`src/rtl/ysyx_23060171_pkg.sv`:
```
// Shared constants for the NPC write-back arbiter and register scoreboard.
package ysyx_23060171_pkg;

    localparam int ADDR_WIDTH = 5;
    localparam int DATA_WIDTH = 32;

    localparam logic WB_REQ_EXU = 1'b0;
    localparam logic WB_REQ_LSU = 1'b1;

    localparam int                  SB_CNT_W   = 2;
    localparam logic [SB_CNT_W-1:0] SB_CNT_MAX = 2'd3;

endpackage

```
`src/rtl/ysyx_23060171_scoreboard.sv`:
```
// Per-register pending-write counters; produces the mark backpressure and the
// read-after-write hazard flag seen by IDU.
module ysyx_23060171_scoreboard #(
    parameter int ADDR_WIDTH = ysyx_23060171_pkg::ADDR_WIDTH
) (
    input  logic                  clk,
    input  logic                  rst,
    input  logic                  set_valid,
    output logic                  set_ready,
    input  logic [ADDR_WIDTH-1:0] set_addr,
    input  logic [ADDR_WIDTH-1:0] rs1_addr,
    input  logic [ADDR_WIDTH-1:0] rs2_addr,
    output logic                  rs_hazard,
    input  logic                  clr_en,
    input  logic [ADDR_WIDTH-1:0] clr_addr
);
    import ysyx_23060171_pkg::*;

    localparam int NREG = 1 << ADDR_WIDTH;

    logic [SB_CNT_W-1:0] cnt [NREG];
    logic                mark_fire;

    assign cnt[0]    = '0;
    assign set_ready = ~rst & ((set_addr == '0) | (cnt[set_addr] != SB_CNT_MAX));
    assign mark_fire = set_valid & set_ready & (set_addr != '0);

    assign rs_hazard = ((rs1_addr != '0) & (cnt[rs1_addr] != '0))
                     | ((rs2_addr != '0) & (cnt[rs2_addr] != '0));

    generate
        for (genvar gi = 1; gi < NREG; gi++) begin : g_cnt
            logic [SB_CNT_W-1:0] cnt_q;
            logic [SB_CNT_W-1:0] cnt_d;
            logic                inc;
            logic                dec;

            assign inc = mark_fire & (set_addr == ADDR_WIDTH'(gi));
            assign dec = clr_en & (clr_addr == ADDR_WIDTH'(gi));

            // A retire with nothing outstanding leaves the counter at zero.
            always_comb begin
                cnt_d = cnt_q;
                if (inc && !dec) begin
                    cnt_d = cnt_q + 1'b1;
                end else if (dec && !inc && (cnt_q != '0)) begin
                    cnt_d = cnt_q - 1'b1;
                end
            end

            always_ff @(posedge clk) begin
                if (rst) begin
                    cnt_q <= '0;
                end else begin
                    cnt_q <= cnt_d;
                end
            end

            assign cnt[gi] = cnt_q;
        end
    endgenerate

endmodule

```
`src/rtl/ysyx_23060171_wb_arbiter.sv`:
```
// Two-source write-back arbiter driving the register-file write port.
// Define YSYX_23060171_WB_RR_EN for round-robin; otherwise LSU has fixed priority.
module ysyx_23060171_wb_arbiter #(
    parameter int ADDR_WIDTH = ysyx_23060171_pkg::ADDR_WIDTH,
    parameter int DATA_WIDTH = ysyx_23060171_pkg::DATA_WIDTH
) (
    input  logic                  clk,
    input  logic                  rst,
    input  logic                  set_valid,
    output logic                  set_ready,
    input  logic [ADDR_WIDTH-1:0] set_addr,
    input  logic [ADDR_WIDTH-1:0] rs1_addr,
    input  logic [ADDR_WIDTH-1:0] rs2_addr,
    output logic                  rs_hazard,
    input  logic                  req0_valid,
    output logic                  req0_ready,
    input  logic [ADDR_WIDTH-1:0] req0_addr,
    input  logic [DATA_WIDTH-1:0] req0_data,
    input  logic                  req1_valid,
    output logic                  req1_ready,
    input  logic [ADDR_WIDTH-1:0] req1_addr,
    input  logic [DATA_WIDTH-1:0] req1_data,
    output logic                  rf_wen,
    output logic [ADDR_WIDTH-1:0] rf_waddr,
    output logic [DATA_WIDTH-1:0] rf_wdata
);
    import ysyx_23060171_pkg::*;

    logic                  grant0;
    logic                  grant1;
    logic                  wen_q,   wen_d;
    logic [ADDR_WIDTH-1:0] waddr_q, waddr_d;
    logic [DATA_WIDTH-1:0] wdata_q, wdata_d;

`ifdef YSYX_23060171_WB_RR_EN
    logic rr_ptr_q, rr_ptr_d;

    always_comb begin
        grant0   = 1'b0;
        grant1   = 1'b0;
        rr_ptr_d = rr_ptr_q;
        if (!rst) begin
            if (req0_valid && req1_valid) begin
                grant0 = (rr_ptr_q == WB_REQ_EXU);
                grant1 = (rr_ptr_q == WB_REQ_LSU);
            end else begin
                grant0 = req0_valid;
                grant1 = req1_valid;
            end
        end
        if (grant0) rr_ptr_d = WB_REQ_LSU;
        if (grant1) rr_ptr_d = WB_REQ_EXU;
    end

    always_ff @(posedge clk) begin
        if (rst) begin
            rr_ptr_q <= WB_REQ_EXU;
        end else begin
            rr_ptr_q <= rr_ptr_d;
        end
    end
`else
    assign grant1 = ~rst & req1_valid;
    assign grant0 = ~rst & req0_valid & ~req1_valid;
`endif

    assign req0_ready = grant0;
    assign req1_ready = grant1;

    // Writes to x0 still handshake but never reach the register file.
    always_comb begin
        wen_d   = 1'b0;
        waddr_d = waddr_q;
        wdata_d = wdata_q;
        if (grant1) begin
            wen_d   = (req1_addr != '0);
            waddr_d = req1_addr;
            wdata_d = req1_data;
        end else if (grant0) begin
            wen_d   = (req0_addr != '0);
            waddr_d = req0_addr;
            wdata_d = req0_data;
        end
    end

    always_ff @(posedge clk) begin
        if (rst) begin
            wen_q   <= 1'b0;
            waddr_q <= '0;
            wdata_q <= '0;
        end else begin
            wen_q   <= wen_d;
            waddr_q <= waddr_d;
            wdata_q <= wdata_d;
        end
    end

    assign rf_wen   = wen_q;
    assign rf_waddr = waddr_q;
    assign rf_wdata = wdata_q;

    ysyx_23060171_scoreboard #(
        .ADDR_WIDTH (ADDR_WIDTH)
    ) u_scoreboard (
        .clk       (clk),
        .rst       (rst),
        .set_valid (set_valid),
        .set_ready (set_ready),
        .set_addr  (set_addr),
        .rs1_addr  (rs1_addr),
        .rs2_addr  (rs2_addr),
        .rs_hazard (rs_hazard),
        .clr_en    (wen_q),
        .clr_addr  (waddr_q)
    );

endmodule

```
`config.mk`:
```
export PLATFORM = sky130hd
export DESIGN_NAME = ysyx_23060171_wb_arbiter
export DESIGN_NICKNAME = d
export VERILOG_FILES = /design/src/rtl/ysyx_23060171_pkg.sv /design/src/rtl/ysyx_23060171_scoreboard.sv /design/src/rtl/ysyx_23060171_wb_arbiter.sv
export SDC_FILE = /design/constraint.sdc
export NUM_CORES = 1
export LEC_CHECK = 0
export ABC_CLOCK_PERIOD_IN_PS = 2800
export BUFFER_PORTS_ARGS = -buffer_cell sky130_fd_sc_hd__buf_2
export CAP_MARGIN = 20
export CORE_MARGIN = 2
export CORE_UTILIZATION = 50
export DETAILED_ROUTE_END_ITERATION = 8
export GPL_TIMING_DRIVEN = 0
export PLACE_DENSITY = 0.77
export SLEW_MARGIN = 30
export SYNTH_ARGS = -nofsm -noshare
export SYNTH_HDL_FRONTEND = slang
export SYNTH_SLANG_ARGS = --single-unit
```
`constraint.sdc`:
```
create_clock -name clk -period 2.8 [get_ports clk]
set_input_delay 0.56 -clock clk [delete_from_list [all_inputs] [get_ports clk]]
set_output_delay 0.56 -clock clk [all_outputs]
set_load 0.1 [all_outputs]
```
==> results.py, run 1 <==
metrics = {
    "timing": {
        "tightest_slew_ns": 0.756,
        "final.min_clock_period_ns": 2.83,
        "fin_skew_ns": 0.0121,
        "relSlewSlack_pct": 49.4,
        "max_freq_mhz": 353,
        "report.final.slew_viol_count": 0,
        "setup_viol": 2,
        "setup_slack_ns": -0.0345,
        "hold_viol": 0,
        "rsz0062_at_grt": "yes",
        "min_period_over_period_pct": 101,
        "hold_slack_ns": 0.421,
    },
    "grt": {
        "grt_max_degree": 19,
        "grt_usage_pct": 31.2,
        "grt_pass1_wl_um": 32400,
        "grt_antenna_before_repair": 0,
        "grt_pass1_vias": 6376,
        "overflow": 0,
    },
    "critical_path": {
        "cp-start-kind": "input port",
        "r2r_setup_slack_ns": 0.24,
        "critPathKind": "input port to output port",
        "max_stage_delay_ns": 0.50,
        "crit_path_end_kind": "output port",
        "cp_num_buf_inv": 3,
        "worstPathMaxFanout": 7,
        "worstPathCellList": "buf_12 > buf_8 > mux4_2 > mux4_2 > and2_4 > nor3_4 > buf_12",
        "required_ns": 2.24,
        "path_delay_family": "multiplexers",
        "slowest_stage": "mux4_2",
        "arrival_ns": 2.27,
    },
    "job": {
        "drv_cap": 0,
    },
    "finish": {
        "postLayoutCellArea_mm2": 0.00800,
        "drive_gt1_share_pct": 31.0,
        "diodes": 0,
        "area_growth_pct": 26.4,
        "fillCellCount": 1086,
        "multiInputGateArea_mm2": 0.00417,
        "nets": 1030,
        "regArea_mm2": 0.00212,
    },
    "yosys": {
        "ys_seq_area_share_pct": 31.6,
        "synth-seq-cells": 100,
        "ys_warn_count": 0,
        "synth-edff-count": 0,
        "syn_nets": 876,
        "synth.avg_cell_area_um2": 8.09,
        "synth_cells": 782,
        "syn-cell-area_mm2": 0.00633,
        "synth_flop_cell": "dfxtp_1",
        "ys_async_sr_fraction_pct": 0,
        "synth_cell_type_count": 52,
    },
    "floorplan": {
        "core_mm2": 0.0125,
        "io_pins": 136,
        "die_y_um": 117,
        "dieArea_mm2": 0.0136,
        "initial_utilization_pct": 50.8,
        "rows": 41,
        "dieWidth_um": 117,
    },
    "placed_design": {
        "gp_congestion": 0.953,
        "post-dp-hpwl_um": 15100,
        "numPortBuffers": 125,
        "placed_cell_area_mm2": 0.00723,
        "dp_slack_ns": -0.611,
    },
    "power": {
        "leakagePower_uw": 0.00310,
        "pwr_density_cell_mw_per_mm2": 451,
        "max-vdd-ir-drop_uv": 406,
    },
    "clock_network": {
        "cts_hold_buf": 0,
        "cts.path.max_buffers": 2,
        "clockRootBuffer": "clkbuf_16",
        "htree_levels": 3,
        "cts_tree": "built",
        "insertion_delay_ns": 0.36,
        "cts_buffers": 9,
        "cts.clk_slew.worst_paths_ns": 0.08,
        "cts_sinks": 100,
    },
    "detailed_routing": {
        "wl_per_cell_um": 18.8,
        "drcViolationCount": 0,
        "routed_via_density": 6.11,
        "vias": 6803,
        "drt-pass1-iter-count": 5,
        "ant_nets": 0,
        "wl_um": 20900,
        "drt_iter0_markers": 671,
    },
    "status": {
        "violations": "setup timing",
        "outcome": "finished, violations left",
    },
    "min_path": {
        "hold_path_class": "input port to flip-flop",
    },
}
## cell usage after synthesis, types with 2 or more instances
| library cell | instances | area share (%) |
|---|---|---|
| clkbuf_1 | 28 | 1.7 |
| or4_1 | 2 | 0.24 |
| and3_1 | 2 | 0.20 |
| and4_1 | 2 | 0.28 |
| buf_6 | 4 | 0.71 |
| a21oi_1 | 77 | 6.1 |
| nor2b_1 | 7 | 0.69 |
| buf_4 | 3 | 0.36 |
| xnor2_1 | 3 | 0.42 |
| nor4b_2 | 2 | 0.47 |
| xor2_1 | 5 | 0.69 |
| nand2_1 | 38 | 2.3 |
| nand3b_1 | 3 | 0.36 |
| nor3b_1 | 5 | 0.59 |
| nor2_1 | 170 | 10 |
| buf_2 | 4 | 0.32 |
| a211oi_1 | 26 | 3.1 |
| mux2_2 | 2 | 0.36 |
| nand3_1 | 22 | 1.7 |
| a221oi_2 | 2 | 0.47 |
| o21ai_0 | 36 | 2.8 |
| o21a_1 | 23 | 2.7 |
| or2_2 | 5 | 0.49 |
| nand2b_1 | 23 | 2.3 |
| or3_1 | 3 | 0.30 |
| o2111ai_1 | 3 | 0.42 |
| nor3_1 | 39 | 3.1 |
| dfxtp_1 | 100 | 32 |
| buf_1 | 10 | 0.59 |
| o211ai_1 | 5 | 0.59 |
| nor3_2 | 2 | 0.32 |
| o31ai_1 | 11 | 1.3 |
| inv_1 | 3 | 0.18 |
| mux4_2 | 29 | 10 |
| a31oi_1 | 13 | 1.3 |
| nor4_1 | 7 | 0.69 |
| a221oi_1 | 8 | 1.1 |
| mux2i_1 | 41 | 6.5 |
## logic make-up (layout without fill, tap and decap cells)
logic type | Yosys count | after routing | share of synthesized area (%)
flip-flops | 100 | 100 | 31.6
buffers and inverters | 53 | 212 | 4.05
XOR/XNOR | 8 | 8 | 1.11
multiplexers | 72 | 72 | 17.2
AO/OA/AOI/OAI | 213 | 213 | 21.4
AND/OR/NAND/NOR | 336 | 336 | 24.6
## worst min-delay path, stage by stage
cell	delay (ns)
buf_2	0.08
a21oi_1	0.05
nor2_1	0.07
## sequential cells by signal, indices dropped and copies added, names as in the netlist
name	flops
rf_wdata	32
rf_waddr	5
rf_wen	1
u_scoreboard.g_cnt.cnt_q	62
## cell type report
type	count	area share, %
inverter	3	0.141
timing repair buffer	145	10.8
tap	172	2.69
multi-input combinational	629	52.1
sequential	100	26.5
buffer	48	3.89
clock inverter	7	1.00
clock buffer	9	2.81
## cell usage in the layout (no fill, tap or decap), drive strengths merged, types with 3 or more instances in the layout
cell type / instances
a211oi: 27
a21oi: 77
a221oi: 10
a31oi: 13
buf: 163
clkbuf: 39
dfxtp: 100
inv: 7
mux2i: 41
mux4: 29
nand2: 38
nand2b: 23
nand3: 22
nand3b: 3
nor2: 170
nor2b: 7
nor3: 41
nor3b: 5
nor4: 7
o2111ai: 3
o211ai: 5
o21a: 23
o21ai: 36
o31ai: 11
or2: 5
or3: 3
or4: 3
xnor2: 3
xor2: 5
## metrics by stage
| stage | TNS (ns) | total power (µW) | util, % | std cells |
|---|---|---|---|---|
| after floorplan | -0.593 | 2080 | - | 782 |
| after global placement | -2.47 | 2270 | 58.0 | 1079 |
| after detailed placement | -3.79 | 2270 | 58.0 | 1079 |
| after CTS | -0.0947 | 3620 | 62.3 | 1102 |
| after global routing | -0.107 | 3730 | 64.2 | 1113 |
| final | -0.0376 | 3610 | 64.2 | 1113 |
## repair_timing
item                       CTS  global route
pin swaps                    6             8
setup buffers                9             9
setup endpoints to repair    3             4
gates cloned                 0             2
resized for setup           74            53
## metal layers
metal / routed length, µm / track usage [%] / up-vias
met2: 9830 / 51.9 / 380
met1: 8150 / 39.0 / 3178
li1: - / - / 3188
met3: 2330 / 9.44 / 57
met5: 0 / 0 / -
met4: 577 / 10.2 / 0
## worst paths after layout
kind                                                       from                              end  depth (start not counted)
worst max-delay path                                set_addr[0]                        set_ready                          7
worst min-delay path                               req1_data[2]                      rf_wdata[2]                          3
worst max register to register  u_scoreboard.g_cnt[31].cnt_q[1]  u_scoreboard.g_cnt[29].cnt_q[0]                          8
worst min register to register  u_scoreboard.g_cnt[14].cnt_q[0]  u_scoreboard.g_cnt[14].cnt_q[0]                          1
## power breakdown
group	switching [µW]	internal, µW	leakage [µW]	total [µW]
logic	564	233	0.00210	797
clock network	626	709	0.000149	1330
registers	39.3	1440	0.000845	1480
No activity file was read; power rests on OpenSTA's default activity.
==> inputs of run 2 (changes only) <==
- ABC_CLOCK_PERIOD_IN_PS: 2800 -> 2900
- CORE_UTILIZATION: 50 -> 56
- PLACE_DENSITY: 0.77 -> 0.82
- clock period: 2.8 -> 2.9 ns (I/O delays scaled with it)
==> run 2 against run 1 <==
  * The run now ends clean
  * Routed wire length is 4.8% lower
  * Cell count is 3.3% lower
  * Via count is 0.28% lower
==> results.py, run 2 (synthesized netlist as in run 1, its figures left out) <==
metrics = {
    "min_path": {
        "hold_depth": 3,
        "hold_path_class": "input port to flip-flop",
        "min-delay-start": "req1_data[28]",
        "hold_end": "rf_wdata[28]",
    },
    "detailed_routing": {
        "ant_nets": 0,
        "wl_um": 19900,
        "drt_iter0_markers": 748,
        "drcViolationCount": 0,
        "drt-pass1-iter-count": 5,
        "vias": 6784,
        "wl_per_cell_um": 18.5,
        "routed_via_density": 6.30,
    },
    "timing": {
        "final.min_clock_period_ns": 2.89,
        "min_period_over_period_pct": 99.8,
        "report.final.slew_viol_count": 0,
        "rsz0062_at_grt": "yes",
        "fin_skew_ns": 0.00898,
        "max_freq_mhz": 346,
        "setup_viol": 0,
        "hold_viol": 0,
        "setup_slack_ns": 0.00718,
        "tightest_slew_ns": 0.924,
        "relSlewSlack_pct": 38.0,
    },
    "critical_path": {
        "worstPathMaxFanout": 8,
        "required_ns": 2.32,
        "crit_path_end_kind": "output port",
        "critPathKind": "input port to output port",
        "timing.rr.end": "u_scoreboard.g_cnt[29].cnt_q[0]",
        "startpoint": "set_addr[0]",
        "rr_startpoint": "u_scoreboard.g_cnt[23].cnt_q[1]",
        "cp-start-kind": "input port",
        "r2r_cells": 8,
        "arrival_ns": 2.31,
        "r2r_setup_slack_ns": 0.30,
    },
    "clock_network": {
        "cts_sinks": 100,
        "cts.path.max_buffers": 2,
        "cts_hold_buf": 0,
        "clockRootBuffer": "clkbuf_16",
        "insertion_delay_ns": 0.37,
        "cts.clk_slew.worst_paths_ns": 0.07,
        "cts_tree": "built",
        "cts_buffers": 9,
        "htree_levels": 3,
    },
    "finish": {
        "nets": 1025,
        "diodes": 0,
        "final_common_cell": "nor2_1",
        "postLayoutCellArea_mm2": 0.00773,
        "drive_gt1_share_pct": 27.7,
        "area_growth_pct": 22.1,
        "largest_reg_flops": 62,
        "largest_register": "u_scoreboard.g_cnt.cnt_q",
        "layout_common_cells": "nor2_1, buf_2, a21oi_1",
    },
    "job": {
        "drv_cap": 0,
    },
    "floorplan": {
        "io_pins": 136,
        "core_mm2": 0.0109,
        "rows": 38,
        "dieWidth_um": 110,
        "initial_utilization_pct": 57.9,
        "dieArea_mm2": 0.0122,
        "die_y_um": 110,
    },
    "grt": {
        "grt_usage_pct": 33.4,
        "overflow": 0,
        "grt_pass1_wl_um": 30900,
        "grt_pass1_vias": 6323,
        "grt_max_degree": 17,
        "grt_antenna_before_repair": 0,
    },
    "power": {
        "pwr_density_cell_mw_per_mm2": 448,
        "pwr-share-clk_pct": 36.4,
        "max-vdd-ir-drop_uv": 418,
        "power_frac_seq_pct": 41.8,
        "leakagePower_uw": 0.00301,
        "power.internal_uw": 2320,
        "power_frac_comb_pct": 21.8,
        "p_sw_uw": 1140,
        "swShare_pct": 32.9,
    },
    "placed_design": {
        "dp_slack_ns": -0.608,
        "numPortBuffers": 125,
        "gp_congestion": 1.02,
        "placed_cell_area_mm2": 0.00719,
        "post-dp-hpwl_um": 14600,
    },
    "status": {
        "outcome": "finished, final reports clean",
    },
}
==> run 2: critical path: stages <==
cell	delay (ns)
buf_12	0.11
buf_8	0.12
mux4_2	0.50
mux4_2	0.48
and2_4	0.18
nor3_4	0.14
buf_12	0.20
==> run 2: layer usage <==
layer / part of all wire [%] / global-route usage, % / wire length (µm)
met5: 0 / 0 / 0
met4: 3.3 / 13.9 / 653
met3: 12 / 8.29 / 2410
met2: 46 / 53.6 / 9070
met1: 39 / 43.1 / 7760
==> run 2: power by group through the flow <==
stage	sequential, µW	clock, µW	combinational (µW)
2_1_floorplan	1720	0	291
3_3_place_gp	1480	0	709
3_5_place_dp	1480	0	718
4_1_cts	1450	1270	740
5_1_grt	1450	1310	798
6_report	1450	1260	756
==> run 2: stage by stage <==
step | instances | TNS (ns) | util [%] | total power [µW] | hold WS, ns
after floorplan | 782 | -0.494 | - | 2010 | 0.468
after global placement | 1047 | -1.24 | 65.7 | 2190 | 0.504
after detailed placement | 1047 | -1.48 | 65.7 | 2190 | 0.512
after CTS | 1069 | -0.0309 | 69.6 | 3450 | 0.434
after global routing | 1076 | -0.0731 | 70.7 | 3560 | 0.457
final | 1076 | 0 | 70.7 | 3470 | 0.437
==> run 2: worst max-delay path by stage <==
stage	endpoint	cells after the start	slack, ns
global placement	rs_hazard	7	-0.57
finish	set_ready	7	0.007
detailed placement	rs_hazard	7	-0.61
floorplan	set_ready	7	-0.49
CTS	set_ready	7	-0.03
global route	set_ready	8	-0.06
==> run 2: cell type report <==
type	count	area, µm²
Multi-Input combinational cell	629	4130
Fill cell	886	3210
Sequential cell	100	2040
Timing Repair Buffer	140	778
Buffer	48	290
Clock buffer	12	246
Tap cell	140	175
Clock inverter	4	56.3
Inverter	3	11.3
==> run 2: repair_timing <==
item	in CTS	in global routing
pin swaps	4	3
endpoints found under the setup margin	2	2
hold endpoints to repair	0	0
setup buffers	8	6
cloned	0	1
gates resized for setup	31	37
==> inputs of run 3 (changes only) <==
- CORE_ASPECT_RATIO: unset -> 1.25
==> run 3 against run 2 <==
  * The flow now finishes with violations (setup timing)
  * Maximum frequency is 1.1% lower
  * Hold slack better by 0.014 ns
  * Clock power about the same
  * Total power down 0.14%
  * Clock skew up 0.0013 ns
  * Routed wire length is 2.4% higher
  * Cell area up 0.94%
  * Sequential power is essentially flat
  * First-iteration DRC count decreased by 13%
  * Highest routed layer unchanged
==> results.py, run 3 (synthesized netlist as in run 1, its figures left out) <==
metrics = {
    "critical_path": {
        "arrival_ns": 2.35,
        "crit_path_end_kind": "output port",
        "cp-start-kind": "input port",
        "required_ns": 2.32,
        "critPathKind": "input port to output port",
        "worstPathMaxFanout": 4,
    },
    "power": {
        "swShare_pct": 33.2,
        "max-vdd-ir-drop_uv": 349,
        "leakagePower_uw": 0.00304,
        "power_frac_comb_pct": 22.2,
        "power.internal_uw": 2310,
        "p_sw_uw": 1150,
        "power_frac_seq_pct": 41.8,
        "pwr_density_cell_mw_per_mm2": 444,
        "pwr-share-clk_pct": 36.0,
    },
    "timing": {
        "report.final.slew_viol_count": 0,
        "fin_skew_ns": 0.0103,
        "relSlewSlack_pct": 44.9,
        "tightest_slew_ns": 0.820,
        "min_period_over_period_pct": 101,
        "rsz0062_at_grt": "yes",
        "final.min_clock_period_ns": 2.93,
        "setup_slack_ns": -0.0256,
        "hold_viol": 0,
        "max_freq_mhz": 342,
        "setup_viol": 1,
    },
    "grt": {
        "overflow": 0,
        "grt_pass1_vias": 6704,
        "grt_antenna_before_repair": 0,
        "grt_usage_pct": 33.4,
        "grt_max_degree": 18,
        "grt_pass1_wl_um": 32100,
    },
    "floorplan": {
        "dieArea_mm2": 0.0122,
        "initial_utilization_pct": 57.1,
        "die_y_um": 123,
        "rows": 43,
        "dieWidth_um": 99.1,
        "io_pins": 136,
        "core_mm2": 0.0111,
    },
    "clock_network": {
        "clockRootBuffer": "clkbuf_16",
        "htree_levels": 3,
        "cts_tree": "built",
        "cts.path.max_buffers": 2,
        "insertion_delay_ns": 0.36,
        "cts_buffers": 9,
        "cts.clk_slew.worst_paths_ns": 0.07,
        "cts_hold_buf": 0,
        "cts_sinks": 100,
    },
    "detailed_routing": {
        "routed_via_density": 6.41,
        "drt_iter0_markers": 654,
        "wl_per_cell_um": 18.9,
        "drt-pass1-iter-count": 8,
        "drcViolationCount": 0,
        "wl_um": 20400,
        "ant_nets": 0,
        "vias": 6892,
    },
    "finish": {
        "largest_register": "u_scoreboard.g_cnt.cnt_q",
        "largest_reg_flops": 62,
        "final_common_cell": "nor2_1",
        "layout_common_cells": "nor2_1, buf_2, dfxtp_1",
        "drive_gt1_share_pct": 27.5,
        "final_util_pct": 70.4,
        "area_growth_pct": 23.2,
        "diodes": 0,
        "nets": 1030,
    },
    "placed_design": {
        "post-dp-hpwl_um": 15000,
        "gp_congestion": 0.966,
        "dp_slack_ns": -0.612,
        "numPortBuffers": 125,
    },
    "status": {
        "outcome": "finished, violations left",
        "violations": "setup timing",
    },
    "min_path": {
        "hold_path_class": "input port to flip-flop",
    },
    "job": {
        "drv_cap": 0,
    },
}
run 3: stage by stage:
stage	std cells	TNS (ns)	power (µW)	area, µm²	hold WS, ns
2_1_floorplan	782	-0.494	2010	6390	0.468
3_3_place_gp	1042	-1.19	2190	7180	0.495
3_5_place_dp	1042	-1.28	2190	7180	0.499
4_1_cts	1071	-0.0240	3440	7660	0.449
5_1_grt	1076	-0.0934	3560	7800	0.453
6_report	1076	-0.0256	3460	7800	0.451
run 3: path summary, 6_finish.rpt:
check                           depth (start not counted)  slack, ns                            start                              end
worst min-delay path                                    3       0.45                    req1_data[15]                     rf_wdata[15]
worst max register to register                         10       0.23   u_scoreboard.g_cnt[1].cnt_q[0]  u_scoreboard.g_cnt[15].cnt_q[0]
worst max-delay path                                    7      -0.03                      set_addr[0]                        set_ready
worst min register to register                          1       0.48  u_scoreboard.g_cnt[15].cnt_q[0]  u_scoreboard.g_cnt[15].cnt_q[0]
run 3: area by class of cell:
cell class	instances	area, µm²
Buffer	48	299
Tap cell	135	169
Multi-Input combinational cell	629	4160
Clock buffer	10	229
Timing Repair Buffer	145	835
Fill cell	874	3280
Sequential cell	100	2020
Clock inverter	6	70.1
Inverter	3	11.3
run 3: per-layer routing:
metal  vias to the layer above  wire length [µm]  track usage [%]  part of all wire, %
met5                         -                 0                0                    0
met4                         0               985             19.1                  4.8
met3                       102              2200             8.77                   11
met2                       430              9630             55.7                   47
met1                      3179              7570             38.9                   37
li1                       3181                 -                -                    -
run 3: what timing repair did:
action / 4_1_cts / 5_1_grt
setup endpoints to repair: 2 / 5
pin swaps: 5 / 9
resized for setup: 26 / 37
buffers inserted: 15 / 5
run 3: worst max-delay path: stages:
cell    delay, ns
buf_12       0.10
buf_12       0.11
mux4_2       0.50
mux4_2       0.49
and2_4       0.20
nor3_4       0.16
buf_12       0.20
run 3: power by group through the flow:
stage	clock [µW]	combinational, µW	sequential, µW
2_1_floorplan	0	291	1720
3_3_place_gp	0	710	1480
3_5_place_dp	0	717	1480
4_1_cts	1250	746	1450
5_1_grt	1310	808	1450
6_report	1250	768	1450
